[config.mk]
export PLATFORM = sky130hd
export DESIGN_NAME = s3g_rx_multi
export DESIGN_NICKNAME = d
export VERILOG_FILES = /design/src/rtl/s3g_rx_multi.sv
export SDC_FILE = /design/constraint.sdc
export NUM_CORES = 2
export LEC_CHECK = 0
export BUFFER_PORTS_ARGS = -buffer_cell sky130_fd_sc_hd__buf_2
export CAP_MARGIN = 0
export CORE_ASPECT_RATIO = 1.4
export CORE_UTILIZATION = 57
export CTS_BUF_LIST = sky130_fd_sc_hd__clkbuf_8
export CTS_CLUSTER_SIZE = 30
export DETAILED_ROUTE_END_ITERATION = 10
export PLACE_DENSITY = 0.77
export SLEW_MARGIN = 20
export SYNTH_ARGS = -nofsm -noshare
export SYNTH_HDL_FRONTEND = slang
export SYNTH_SLANG_ARGS = --single-unit
[constraint.sdc]
create_clock -name clk -period 8.8 [get_ports clk]
set_clock_uncertainty 0.15 [all_clocks]
set_input_delay 0.44 -clock clk [delete_from_list [all_inputs] [get_ports clk]]
set_output_delay 0.44 -clock clk [all_outputs]
set_load 0.05 [all_outputs]
[src/rtl/s3g_rx_multi.sv]
// S3G packet receiver: arbitrates NCH byte streams, frames 0xD5/len/payload/CRC-8 packets,
// stores payload in a RAM and mirrors the first NWIN bytes into a flat window.
module s3g_rx_multi #(
    parameter int NCH     = 2,
    parameter int BUF_AW  = 8,
    parameter int MAX_LEN = 255,
    parameter int NWIN    = 16,
    parameter int TMO_CYC = 1000000
) (
    input  logic                clk,
    input  logic                rst,
    input  logic [8*NCH-1:0]    rx_data,
    input  logic [NCH-1:0]      rx_done,
    output logic                packet_done,
    output logic                packet_error,
    output logic [1:0]          err_code,
    output logic [3:0]          packet_src,
    output logic                buffer_valid,
    output logic [7:0]          payload_len,
    input  logic [BUF_AW-1:0]   buffer_addr,
    output logic [7:0]          buffer_data,
    output logic [8*NWIN-1:0]   win
);
    typedef enum logic [1:0] {S_IDLE, S_LEN, S_DATA, S_CRC} state_t;

    localparam logic [8:0]  MAX_LEN_W = 9'(MAX_LEN);
    localparam logic [31:0] TMO_LAST  = 32'(TMO_CYC) - 32'd1;

    state_t            state;
    logic [3:0]        src;
    logic [7:0]        cnt;
    logic [7:0]        crc;
    logic [BUF_AW-1:0] wr_addr;
    logic [31:0]       tmo_cnt;
    logic [7:0]        mem [2**BUF_AW];

    logic              start;
    logic [3:0]        start_ch;
    logic              src_vld;
    logic [7:0]        src_byte;
    logic              tmo_hit;

    function automatic logic [7:0] crc8_next(input logic [7:0] d, input logic [7:0] c);
        logic [7:0] r;
        r = c ^ d;
        for (int unsigned i = 0; i < 8; i++)
            r = r[0] ? ((r >> 1) ^ 8'h8C) : (r >> 1);
        return r;
    endfunction

    // Lowest-index 0xD5 strobe wins in idle; otherwise only the latched source is looked at.
    always_comb begin
        start    = 1'b0;
        start_ch = '0;
        src_vld  = 1'b0;
        src_byte = '0;
        for (int unsigned i = 0; i < NCH; i++) begin
            if (!start && rx_done[i] && rx_data[8*i +: 8] == 8'hD5) begin
                start    = 1'b1;
                start_ch = 4'(i);
            end
            if (src == 4'(i)) begin
                src_vld  = rx_done[i];
                src_byte = rx_data[8*i +: 8];
            end
        end
    end

    assign tmo_hit = (TMO_CYC != 0) && (state != S_IDLE) && !src_vld && (tmo_cnt == TMO_LAST);

    always_ff @(posedge clk) begin
        if (rst) begin
            state        <= S_IDLE;
            src          <= '0;
            cnt          <= '0;
            crc          <= '0;
            wr_addr      <= '0;
            tmo_cnt      <= '0;
            packet_done  <= 1'b0;
            packet_error <= 1'b0;
            err_code     <= '0;
            packet_src   <= '0;
            buffer_valid <= 1'b0;
            payload_len  <= '0;
            win          <= '0;
        end else begin
            packet_done  <= 1'b0;
            packet_error <= 1'b0;
            if (state == S_IDLE || (state != S_IDLE && src_vld))
                tmo_cnt <= '0;
            else
                tmo_cnt <= tmo_cnt + 32'd1;

            case (state)
                S_IDLE: if (start) begin
                    src   <= start_ch;
                    state <= S_LEN;
                end
                S_LEN: if (src_vld) begin
                    payload_len  <= src_byte;
                    buffer_valid <= 1'b0;
                    win          <= '0;
                    wr_addr      <= '0;
                    crc          <= '0;
                    if (src_byte == 8'd0) begin
                        state <= S_CRC;
                    end else if ({1'b0, src_byte} > MAX_LEN_W) begin
                        packet_error <= 1'b1;
                        err_code     <= 2'd2;
                        packet_src   <= src;
                        state        <= S_IDLE;
                    end else begin
                        cnt   <= src_byte;
                        state <= S_DATA;
                    end
                end
                S_DATA: if (src_vld) begin
                    wr_addr <= wr_addr + 1'b1;
                    cnt     <= cnt - 8'd1;
                    crc     <= crc8_next(src_byte, crc);
                    for (int unsigned k = 0; k < NWIN; k++)
                        if (32'(wr_addr) == k) win[8*k +: 8] <= src_byte;
                    if (cnt == 8'd1) state <= S_CRC;
                end
                S_CRC: if (src_vld) begin
                    packet_src <= src;
                    state      <= S_IDLE;
                    if (src_byte == crc) begin
                        packet_done  <= 1'b1;
                        buffer_valid <= 1'b1;
                        err_code     <= 2'd0;
                    end else begin
                        packet_error <= 1'b1;
                        err_code     <= 2'd1;
                    end
                end
                default: state <= S_IDLE;
            endcase

            if (tmo_hit) begin
                packet_error <= 1'b1;
                err_code     <= 2'd3;
                packet_src   <= src;
                state        <= S_IDLE;
            end
        end
    end

    always_ff @(posedge clk) begin
        if (state == S_DATA && src_vld) mem[wr_addr] <= src_byte;
    end

    always_ff @(posedge clk) begin
        buffer_data <= mem[buffer_addr];
    end
endmodule
==> metrics.txt <==
FMAX 222.4 MHz; Ports 181; synthesized cell area 88050 um2; Starting Density 57.41%; Die W 334.2 um; Num CTS Buffers around 330; Antenna Nets Post-Route 0; Crit Path Max Fanout 39; worst-margin pin slew between 1 and 1.5 ns; post-synthesis sequential area ratio approximately 75%; synthesized netlist cell count 4517; library cells used by synthesis 68; DR vias 44838; final setup violating endpoints 0; fin crit share 51.10%; global-route wire length before repair 298400 um; Final HPWL DP 121700 um; unrepaired setup endpoints after global routing no; core footprint 153400 um2; Die ar. 156100 um2; post-CTS setup repair buffer count 0; Placed Area around 91000 um2; vias in the first global route 45617; most numerous cell in the Yosys netlist edfxtp_1; post-cts resize count 0; share of layout cells above drive strength 1 23.87%; Power Density 211.0 nW/um2; Hold WS about 0.15 ns; area leader, netlist edfxtp_1; post-synth top area share 69.85%; critical path class reg2reg; DR WL/cell 28.61 um; clock-pin slew on the worst setup and hold paths 0.07 ns; Fin Setup TNS 0 ns; Lkg Pwr 0.03082 uW; routed vias/inst 6.301; crit path capture type flip-flop; Initial DRC Count between 4000 and 5000; synth cell count leaders 2048 x edfxtp_1, 505 x mux4_2, 498 x nor2_1; max_cap viols 0; Tmin final 4.497 ns; fin nets 4867; final wirelength 203600 um; H-tree lvl count 5; Max clock buf depth 4; synth warn 0; Rel. slew slack 19.82%; total track usage 26.25%; Clock Tree Root clkbuf_8; worst skew pair latency 1.01 ns; EDFF count, synth 2048; async set-or-reset flop fraction in the synthesized netlist 0%; #FFs+latches synth 2257; CTS tree yes; Final Hold Fails 0; grt total ovfl 0; CTS sink cnt 2257; hold crit path type in2reg; # port buffers 177; gpl congestion 0.8973; fill cell count approximately 10000; Slew Limit Fails 0; largest net degree at the start of global routing 189; status finished clean; Residual DRC 0; synth top area cells edfxtp_1 70%, mux4_2 13%, dfxtp_1 4.8%; Crit path required time ~9 ns; post-route setup slack roughly 4.3 ns; CP Data Arrival Time between 4 and 5 ns; Detailed Routing Iterations Pass 1 6; Max IR drop VDD 0.1748 mV; Setup WS pre-CTS 3.869 ns; CTS Hold Bufs 20; Die H 467.0 um; initial antenna violation count 2; Area Overhead vs Synth 9.795%; design area about 97000 um2; CP startpoint kind flip-flop; Synth Flop Type edfxtp_1; total power around 20000 uW; syn_area_per_cell a little under 20 um2; site row count 170
## critical path, cell delays in order (launching register included)
cell,delay [ns]
dfxtp_1,0.35
inv_1,0.10
ha_2,0.74
and2_1,0.23
buf_4,0.37
nand3_2,0.92
nor2_1,1.19
## cell type report
cell class,count,area [um2],area share [%]
multi-input cells,1970,20880,21.59
clock buffers,336,4624,4.784
repair buffers,252,1637,1.693
clock inverters,212,1126,1.165
flip-flops and latches,2257,65680,67.95
diodes,4,10.01,0.01035
well taps,2064,2582,2.671
inverters,21,132.6,0.1372
## final timing paths
check,start,to,slack (ns),cells past startpoint
max,state[0]$_SDFFE_PP0P_,mem[71][7]$_DFFE_PP_,4.30,6
min,rx_data[2],state[1]$_SDFFE_PP0P_,0.15,7
max reg2reg,state[0]$_SDFFE_PP0P_,mem[71][7]$_DFFE_PP_,4.30,6
min reg2reg,tmo_cnt[0]$_SDFF_PP0_,tmo_cnt[0]$_SDFF_PP0_,0.30,1
## cells by family (layout without fill, tap and decap cells)
logic type,Yosys count,in the layout,share of synthesized area [%]
AO/OA/AOI/OAI,336,336,2.706
XOR/XNOR,46,46,0.4576
adder cells (fa/ha/maj),11,11,0.1563
buffers and inverters,292,821,1.866
flip-flops,2257,2257,74.60
multiplexers,813,813,16.49
other,1,7,0.004259
AND/OR/NAND/NOR,761,761,3.720
## per-stage QoR
stage	utilization (%)	std cells
global placement	59.08	6541
finish	63.04	7116
floorplan	-	4519
global route	63.03	7114
detailed placement	59.10	6542
CTS	62.98	7110
## sequential cells by signal, summed over array words and instances (netlist names), 2 cells and up
name and cells:
tmo_cnt 32, state 2, payload_len 8, mem 2048
wr_addr 8, buffer_data 8, cnt 8, err_code 2
crc 8, win 128
## where the power goes
group	switching (uW)	internal (uW)	total, uW
clock	3790	3790	7580
combinational	711	391	1100
sequential	21.2	11700	11700
total	4520	15900	20400
## layout by cell type (no fill, tap or decap), types with 48 or more instances in the layout
cell / n
clkinv_1: 61
nor2_1: 490
edfxtp_1: 2048
buf_2: 172
nand3_1: 48
mux4_2: 505
a21oi_1: 61
inv_1: 108
dfxtp_1: 209
nand2_1: 69
clkbuf_8: 336
buf_4: 49
mux2i_1: 295
## layer usage
metal	GRT usage (%)	vias up	part of all wire [%]
li1	-	18933	-
met1	32.99	23006	36
met2	44.01	2438	51
met3	5.586	461	9.2
met4	12.01	0	4.5
met5	0	-	0
Note: power is estimated with default switching activity, not from simulation.
